<file path="config.mk">
export PLATFORM = sky130hd
export DESIGN_NAME = uart_apb_tx_scheduler
export DESIGN_NICKNAME = d
export VERILOG_FILES = /design/src/rtl/uart_sched_pkg.sv /design/src/rtl/uart_rr_arbiter.sv /design/src/rtl/uart_apb_tx_scheduler.sv
export SDC_FILE = /design/constraint.sdc
export NUM_CORES = 1
export LEC_CHECK = 0
export ABC_AREA = 1
export CORE_MARGIN = 1
export CORE_UTILIZATION = 32
export DETAILED_ROUTE_END_ITERATION = 12
export SLEW_MARGIN = 20
export SYNTH_ARGS = -nofsm -noshare
export SYNTH_HDL_FRONTEND = slang
export SYNTH_SLANG_ARGS = --single-unit
</file>
<file path="constraint.sdc">
create_clock -name PCLK -period 2.4 [get_ports PCLK]
set_clock_uncertainty 0.05 [all_clocks]
set_input_delay 0.6 -clock PCLK [delete_from_list [all_inputs] [get_ports PCLK]]
set_output_delay 0.6 -clock PCLK [all_outputs]
set_load 0.05 [all_outputs]
</file>
<file path="src/rtl/uart_sched_pkg.sv">
// Shared constants, FSM encoding and CTRL2 packing for the UART APB TX scheduler.
// CoreUARTapb register map as seen from this APB master.
package uart_sched_pkg;

  localparam logic [4:0] ADDR_TXDATA = 5'h00;
  localparam logic [4:0] ADDR_CTRL1  = 5'h08;
  localparam logic [4:0] ADDR_CTRL2  = 5'h0C;
  localparam logic [4:0] ADDR_STATUS = 5'h10;

  localparam int TXRDY_BIT = 0;

  typedef enum logic [2:0] {
    S_CFG1,
    S_CFG2,
    S_IDLE,
    S_POLL,
    S_CHECK,
    S_WRITE
  } state_t;

  typedef enum logic [1:0] {
    PH_IDLE,
    PH_SETUP,
    PH_ACCESS
  } phase_t;

  function automatic logic [7:0] ctrl2_val(
    input logic [12:0] baud,
    input int          parity,
    input logic        bit8
  );
    return {baud[12:8], parity == 2, parity != 0, bit8};
  endfunction

endpackage

</file>
<file path="src/rtl/uart_rr_arbiter.sv">
// Combinational round-robin pick: first set request at or after the pointer.
module uart_rr_arbiter
  import uart_sched_pkg::*;
#(
  parameter  int NREQ = 4,
  localparam int IW   = (NREQ > 1) ? $clog2(NREQ) : 1
) (
  input  logic [NREQ-1:0] i_req,
  input  logic [IW-1:0]   i_ptr,
  output logic [NREQ-1:0] o_gnt,
  output logic [IW-1:0]   o_idx,
  output logic            o_valid
);

  logic [IW-1:0] w_j;

  always_comb begin
    o_gnt   = '0;
    o_idx   = '0;
    o_valid = 1'b0;
    w_j     = '0;
    for (int k = 0; k < NREQ; k++) begin
      w_j = IW'((int'(i_ptr) + k) % NREQ);
      if (!o_valid && i_req[w_j]) begin
        o_valid    = 1'b1;
        o_gnt[w_j] = 1'b1;
        o_idx      = w_j;
      end
    end
  end

endmodule

</file>
<file path="src/rtl/uart_apb_tx_scheduler.sv">
// Configures a CoreUARTapb over APB, then shares its TX among NREQ requesters.
// Optional `UART_POLL_TIMEOUT_EN: bounded STATUS polling with sticky err.
module uart_apb_tx_scheduler
  import uart_sched_pkg::*;
#(
  parameter int          NREQ       = 4,
  parameter logic [12:0] BAUD_VALUE = 13'd1,
  parameter logic        PRG_BIT8   = 1'b1,
  parameter int          PRG_PARITY = 0,
  parameter int          POLL_LIMIT = 1023
) (
  input  logic              PCLK,
  input  logic              PRESET,
  input  logic [NREQ-1:0]   req,
  input  logic [8*NREQ-1:0] req_data,
  output logic [NREQ-1:0]   ack,
  output logic              cfg_done,
  output logic              busy,
  output logic              err,
  output logic              PSEL,
  output logic              PENABLE,
  output logic              PWRITE,
  output logic [4:0]        PADDR,
  output logic [7:0]        PWDATA,
  input  logic [7:0]        PRDATA,
  input  logic              PREADY
);

  localparam int IW = (NREQ > 1) ? $clog2(NREQ) : 1;

  state_t          r_state, w_state_nx, w_after;
  phase_t          r_ph, w_ph_nx;
  logic [IW-1:0]   r_ptr, r_idx, w_idx;
  logic [NREQ-1:0] r_gnt, r_ack, w_gnt, w_req;
  logic [7:0]      r_data;
  logic            r_txrdy, r_cfg_done, r_busy;
  logic            w_valid, w_grant, w_done, w_tmo, w_sel;
  logic            w_unused_prdata;

  assign w_unused_prdata = ^PRDATA;

  // The acked requester is masked for one cycle so it can drop req.
  assign w_req   = req & ~r_ack;
  assign w_grant = (r_state == S_IDLE) && r_cfg_done && w_valid;
  assign w_done  = (r_ph == PH_ACCESS) && PREADY;

  uart_rr_arbiter #(.NREQ(NREQ)) u_arb (
    .i_req   (w_req),
    .i_ptr   (r_ptr),
    .o_gnt   (w_gnt),
    .o_idx   (w_idx),
    .o_valid (w_valid)
  );

`ifdef UART_POLL_TIMEOUT_EN
  localparam int CW = $clog2(POLL_LIMIT + 1);

  logic [CW-1:0] r_cnt;
  logic          r_err;

  assign w_tmo = (r_state == S_CHECK) && !r_txrdy &&
                 (r_cnt == CW'(POLL_LIMIT));
  assign err   = r_err;

  always_ff @(posedge PCLK or posedge PRESET) begin
    if (PRESET) begin
      r_cnt <= '0;
      r_err <= 1'b0;
    end else begin
      if (w_grant)
        r_cnt <= '0;
      else if (r_state == S_POLL && w_done && !PRDATA[TXRDY_BIT])
        r_cnt <= r_cnt + CW'(1);
      if (w_tmo)
        r_err <= 1'b1;
    end
  end
`else
  assign w_tmo = 1'b0;
  assign err   = 1'b0;
`endif

  always_ff @(posedge PCLK or posedge PRESET) begin
    if (PRESET) begin
      r_state <= S_CFG1;
      r_ph    <= PH_IDLE;
    end else begin
      r_state <= w_state_nx;
      r_ph    <= w_ph_nx;
    end
  end

  always_comb begin
    unique case (r_state)
      S_CFG1:  w_after = S_CFG2;
      S_POLL:  w_after = S_CHECK;
      default: w_after = S_IDLE;
    endcase
  end

  always_comb begin
    w_state_nx = r_state;
    w_ph_nx    = r_ph;
    unique case (r_state)
      S_IDLE: begin
        if (w_grant) begin
          w_state_nx = S_POLL;
          w_ph_nx    = PH_SETUP;
        end
      end
      S_CHECK: begin
        if (r_txrdy) begin
          w_state_nx = S_WRITE;
          w_ph_nx    = PH_SETUP;
        end else if (w_tmo) begin
          w_state_nx = S_IDLE;
        end else begin
          w_state_nx = S_POLL;
          w_ph_nx    = PH_SETUP;
        end
      end
      default: begin
        unique case (r_ph)
          PH_IDLE:  w_ph_nx = PH_SETUP;
          PH_SETUP: w_ph_nx = PH_ACCESS;
          default: begin
            if (PREADY) begin
              w_ph_nx    = PH_IDLE;
              w_state_nx = w_after;
            end
          end
        endcase
      end
    endcase
  end

  // Address/data are forced to 0 whenever the bus is not selected.
  always_comb begin
    w_sel   = (r_ph != PH_IDLE);
    PSEL    = w_sel;
    PENABLE = (r_ph == PH_ACCESS);
    PWRITE  = 1'b0;
    PADDR   = '0;
    PWDATA  = '0;
    if (w_sel) begin
      unique case (r_state)
        S_CFG1: begin
          PWRITE = 1'b1;
          PADDR  = ADDR_CTRL1;
          PWDATA = BAUD_VALUE[7:0];
        end
        S_CFG2: begin
          PWRITE = 1'b1;
          PADDR  = ADDR_CTRL2;
          PWDATA = ctrl2_val(BAUD_VALUE, PRG_PARITY, PRG_BIT8);
        end
        S_POLL: PADDR = ADDR_STATUS;
        S_WRITE: begin
          PWRITE = 1'b1;
          PADDR  = ADDR_TXDATA;
          PWDATA = r_data;
        end
        default: ;
      endcase
    end
  end

  always_ff @(posedge PCLK or posedge PRESET) begin
    if (PRESET) begin
      r_ptr      <= '0;
      r_idx      <= '0;
      r_gnt      <= '0;
      r_ack      <= '0;
      r_data     <= '0;
      r_txrdy    <= 1'b0;
      r_cfg_done <= 1'b0;
      r_busy     <= 1'b0;
    end else begin
      r_ack <= '0;
      if (w_grant) begin
        r_idx  <= w_idx;
        r_gnt  <= w_gnt;
        r_data <= req_data[{w_idx, 3'b000} +: 8];
        r_busy <= 1'b1;
      end
      if (r_state == S_POLL && w_done)
        r_txrdy <= PRDATA[TXRDY_BIT];
      if (r_state == S_CFG2 && w_done)
        r_cfg_done <= 1'b1;
      if ((r_state == S_WRITE && w_done) || w_tmo) begin
        r_ack  <= r_gnt;
        r_busy <= 1'b0;
        r_ptr  <= (r_idx == IW'(NREQ - 1)) ? '0 : r_idx + IW'(1);
      end
    end
  end

  assign ack      = r_ack;
  assign busy     = r_busy;
  assign cfg_done = r_cfg_done;

endmodule
</file>
## Yosys cells after proc, flatten, opt, wreduce, memory -nomap -nowiden

Cells that the tools add are included.

- Bitwise gates (word level): 5
- Equal/unequal tests: 10
- Shift-type cells: 1
- Muxes and demuxes: 48
- $mul: 0
- Magnitude comparators: 8
- $add $sub $neg: 4
- Div/mod/pow operators: 0
- Reduce and logical (&&, ||, !) cells: 27

Operators by type and width:

| cell | number |
|---|---|
| variable part select 32 x 6 -> 8 bit | 1 |
| two-way mux 4 bit | 5 |
| two-way mux 1 bit | 16 |
| case mux 8 bit (2 select lines) | 1 |
| case mux 5 bit (3 select lines) | 1 |
| two-way mux 2 bit | 7 |
| logical AND 1 bit | 13 |
| less-than comparator 2 x 3 -> 1 bit (second input constant) | 4 |
| two-way mux 3 bit | 4 |
| OR 4 bit | 3 |
| case mux 3 bit (2 select lines) | 2 |
| binary-select mux 1 bit (select 2 bit) | 4 |
| demux 1 bit (select 2 bit) | 4 |
| greater-or-equal comparator 2 x 1 -> 1 bit (second input constant) | 4 |
| two-way mux 8 bit | 1 |
| case mux 2 bit (2 select lines) | 2 |
| equality test 3 x 2 -> 1 bit (second input constant) | 2 |
| equality test 3 bit (second input constant) | 2 |
| two-way mux 5 bit | 1 |
| nonzero test 5 bit | 1 |
| adder 2 x 1 -> 2 bit (second input constant) | 2 |
| adder 2 bit (second input constant) | 2 |
| AND 4 bit | 1 |
| equality test 2 bit (second input constant) | 2 |
| other kinds (14) | 18 |

- Bits in latches: 0
- Output and inout port bits: 23
- Input bits: 47
- Memories: 0
- Memory bits (writable): 0
- Register bits after elaboration: 28
- Logic and storage cells: 113
- Bits in read-only memories: 0

## Depth between registers and ports, before layout

- Depth after elaboration: 17
- Gate-level depth with buffers: 16
- Gate-level depth less buffers: 14

## Hierarchy

Synthesis repeated with hierarchy kept, for this count alone.

- Cells, all modules: 307
- Area, all modules: 2,115.8 sq um

Modules (own cells, without submodules):

| module | area each (sq um) | times used | cells an instance | sequential area each (sq um) |
|---|---|---|---|---|
| uart_apb_tx_scheduler | 1,675.4 | 1 | 233 | 700.7 |
| uart_rr_arbiter | 440.4 | 1 | 74 | 0.0 |

## Worst setup path after synthesis

Ideal clock, no wire load.

- Path kind: flip-flop to output port
- From: register r_state[2]
- To: output PADDR[2]
- Path buffers: 0
- Data required time: 1.750 ns
- Setup slack: -0.339 ns
- Stages on the path, launching flop included: 6
- Arrival time: 2.089 ns
- Cells stage by stage: dfrtp_1 -> nor2_1 -> inv_1 -> nor2_1 -> inv_1 -> nor2_1

- Word-level cells in the longest chain between the ends: 3
- Elaborated cells between the ends (all ways): 5
- Those cells by class: 2 x eq/ne; 2 x mux; 1 x reduce/logical

Ends and longest elaborated chain:

| element | RTL line | text |
|---|---|---|
| start: declaration | uart_apb_tx_scheduler.sv:31 | `state_t r_state, w_state_nx, w_after;` |
| start signal: assignment | uart_apb_tx_scheduler.sv:88 | `r_state <= w_state_nx;` |
| equality test 3 x 2 -> 1 bit (tied with other cells) | uart_apb_tx_scheduler.sv:146 | `unique case (r_state)` |
| case mux 5 bit (3 select lines) (*) | uart_apb_tx_scheduler.sv:146 |  |
| two-way mux 5 bit (*) | uart_apb_tx_scheduler.sv:145 | `if (w_sel) begin` |
| end: declaration | uart_apb_tx_scheduler.sv:23 | `output logic [4:0] PADDR,` |

Every way passes the cells marked *; elsewhere a longest branch is shown, timed or not.

## Worst setup path in the final report

- From: register r_state[0]
- To: output PWDATA[1]

- Word-level cells in the longest chain between the ends: 4
- Elaborated cells between the ends (all ways): 6
- Those cells by class: 2 x eq/ne; 2 x mux; 2 x reduce/logical

Ends and longest elaborated chain:

| element | RTL line | text |
|---|---|---|
| equality test 3 x 1 -> 1 bit or logical NOT 3 bit (tied branches) | uart_apb_tx_scheduler.sv:146 |  |
| OR reduction 2 bit (no line) | n/a |  |
| case mux 8 bit (2 select lines) (*) | uart_apb_tx_scheduler.sv:146 |  |
| two-way mux 8 bit (*) | uart_apb_tx_scheduler.sv:145 |  |
| end: declaration | uart_apb_tx_scheduler.sv:24 | `output logic [7:0] PWDATA,` |

Marks and branches as above.

==> out/summary.txt <==
synth top area cells -> dfrtp_1 (31%), nand2_1 (15%), inv_1 (10%), nand3_1 (8.5%), nor2_1 (5.5%)
RSZ-0062 raised after global routing -> true
Num CTS Buffers -> 3
async set-or-reset flop fraction in the synthesized netlist -> 100%
maximum clock rate -> 435 MHz
first-pass GRT wire length -> 9.37 mm
total wire length -> 5.46 mm
Netlist cell types -> 30
CP max stage delay -> 0.45 ns
chip width -> 85.5 µm
largest net degree at the start of global routing -> 29
CTS sink cnt -> 28
CTS Buffer Depth -> 2
clk root buf -> clkbuf_8
cells along the critical path -> inv_1, nor2_2, nand3_2, nor2_1, buf_12
Slew Viols, Final -> 0
Initial DRC Count -> 118
Synth top area share -> 31.4%
P&R area growth vs syn -> 46.0%
Seq/Total Area, Yosys -> 31.4%
post-synthesis cell area -> 2230 µm²
WL/cell -> 11.1 µm
Hold Vio Cnt, Final -> 0
CP Data Required Time -> 1.75 ns
CP max stage cell -> dfrtp_1
met2 usage -> 25.4%
drt pass-1 iters -> 9
die span in y -> 85.5 µm
Layout Utilization -> 48.2%
DP HPWL -> 4.34 mm
CTS tree -> yes
Setup-failing EPs final -> 0
area leader, netlist -> dfrtp_1
Synth Register Bits -> 28
WS Path Type -> flip-flop to output pin
Via Count -> 2279
maximum vdd ir drop -> 0.000550 V
core area -> 6760 µm²
Hold WS -> 0.439 ns
outcome -> finished with violations
GR Overflow Total -> 0
period utilization -> 95.7%
worst hold path type -> flip-flop to flip-flop
vias in the first global route -> 2121
# rows -> 30
Tot Pwr -> 4.44 mW
die area -> 7310 µm²
Yosys Warn Count -> 0
Residual DRC -> 1
ANT nets after route -> 0
Post-CTS Hold Fix Bufs -> 0
Arrival @ worst endpoint -> 1.65 ns
Power Dens Cells -> 1360 nW/µm²
crit path time final -> 2.30 ns
I/O Buffers -> 59
vias per inst -> 4.62
CTS HTree Levels -> 1
Mapped Cells -> 330
Startpoint Class -> flip-flop
clk_lat worst skew -> 0.28 ns
nets -> 470
cell with the most instances after synthesis -> nand2_1
Post-synth EDFFs -> 0
CP Capture Type -> output pin
Main synth FF type -> dfrtp_1
design area -> 3260 µm²
grt peak-use layer -> met2
Worst-path clk slew -> 0.09 ns
CP Max Fanout -> 7
Avg Synthesized Cell Area -> 6.76 µm²
GR Util All Layers -> 15.7%
initial antenna violation count -> 0
fraction of layout cells with a size suffix above 1 -> 19.1%
starting density of the core -> 33.0%
max cap viols -> 0
Commonest cells post-synth -> nand2_1 (88), inv_1 (61), nand3_1 (38)
met1 Use GR -> 21.9%
# diodes -> 0
static leakage -> 1.66 nW
GP Congestion -> 0.873
DP Area -> 3150 µm²
violated checks -> DRC
Worst Max-Slew Pin Slew -> 0.506 ns
IO Pins -> 70
Max-slew headroom -> 66.2%
grt met3 use -> 2.69%
## cell families (layout without fill, tap and decap cells)
kind of cell	count (synthesis)	count (layout)	share of synthesized area (%)
AO/OA/AOI/OAI	29	29	7.68
adder cells (fa/ha/maj)	9	9	5.04
other	1	3	0.168
AND/OR/NAND/NOR	191	191	41.6
buffers and inverters	72	153	14.1
flip-flops	28	28	31.4
## flip-flops by register name, summed over array words and instances (netlist names), 2 cells and up
name,flops
r_ph,2
r_idx,2
r_data,8
r_ptr,2
ack,4
r_state,3
r_gnt,4
## cell usage in the layout (no fill, tap or decap), drive strengths merged
cell type	Yosys	final
o22ai	1	1
nand4	2	2
a31o	1	1
dlymetal6s2s	0	1
conb	1	3
buf	9	40
a31oi	1	1
o221ai	1	1
a21oi	6	6
nand3b	7	7
inv	63	63
nand3	48	48
clkbuf	0	4
o211ai	1	1
dfrtp	28	28
o31ai	1	1
nor3	1	1
clkdlybuf4s50	0	45
nand2	98	98
ha	9	9
nor2	35	35
o21ai	17	17
## area by class of cell
type / count / area [µm²]
inverters: 63 / 241
multi-input cells: 232 / 1260
repair buffers: 86 / 901
fillers: 688 / 3500
well taps: 80 / 100
flip-flops and latches: 28 / 701
clock buffers: 4 / 55.1
## where the power goes
part	internal, mW	leakage (nW)	total, mW	switching, mW
clock	0.147	0.0288	0.293	0.146
sequential	0.654	0.347	0.783	0.129
combinational	1.35	1.29	3.36	2.01
## repair_timing
| action | 4_1_cts | 5_1_grt |
|---|---|---|
| endpoints found under the setup margin | 7 | 19 |
| pin swaps | 0 | 3 |
| gates resized for setup | 1 | 6 |
| setup buffers | 0 | 3 |
## through the flow
step | setup TNS, ns | setup slack, ns | std cells
2_1_floorplan | -0.231 | -0.0330 | 332
6_report | 0 | 0.103 | 493
3_3_place_gp | -1.06 | -0.105 | 486
5_1_grt | -0.114 | -0.0223 | 493
3_5_place_dp | -1.62 | -0.123 | 486
4_1_cts | 0 | 0.0482 | 490
## per-layer routing
metal | wire length, µm | up-vias | part of all wire, %
met3 | 246 | 8 | 4.5
met4 | 98 | 0 | 1.8
met2 | 2450 | 71 | 45
li1 | - | 1185 | -
met1 | 2670 | 1015 | 49
met5 | 0 | - | 0
## critical path, delay by kind of cell, from the launching register on
kind / cells / cell delay (ns)
DFF: 1 / 0.45
buffers and inverters: 2 / 0.31
and+or+nand+nor: 3 / 0.60
## worst paths after layout
| check | startpoint | endpoint | slack (ns) | cells after the start |
|---|---|---|---|---|
| min in group asynchronous | PRESET | r_gnt[1]$_DFFE_PP0P_ | 0.63 | 3 |
| hold / removal | r_data[0]$_DFFE_PP0P_ | r_data[0]$_DFFE_PP0P_ | 0.44 | 2 |
| setup / recovery | r_state[0]$_DFFE_PP0P_ | PWDATA[1] | 0.10 | 5 |
| max in group asynchronous | PRESET | r_data[2]$_DFFE_PP0P_ | 1.41 | 3 |
| setup reg to reg | r_ptr[0]$_DFFE_PP0P_ | r_data[5]$_DFFE_PP0P_ | 0.24 | 14 |
| hold reg to reg | r_data[0]$_DFFE_PP0P_ | r_data[0]$_DFFE_PP0P_ | 0.44 | 2 |
Note: power is estimated with default switching activity, not from simulation.
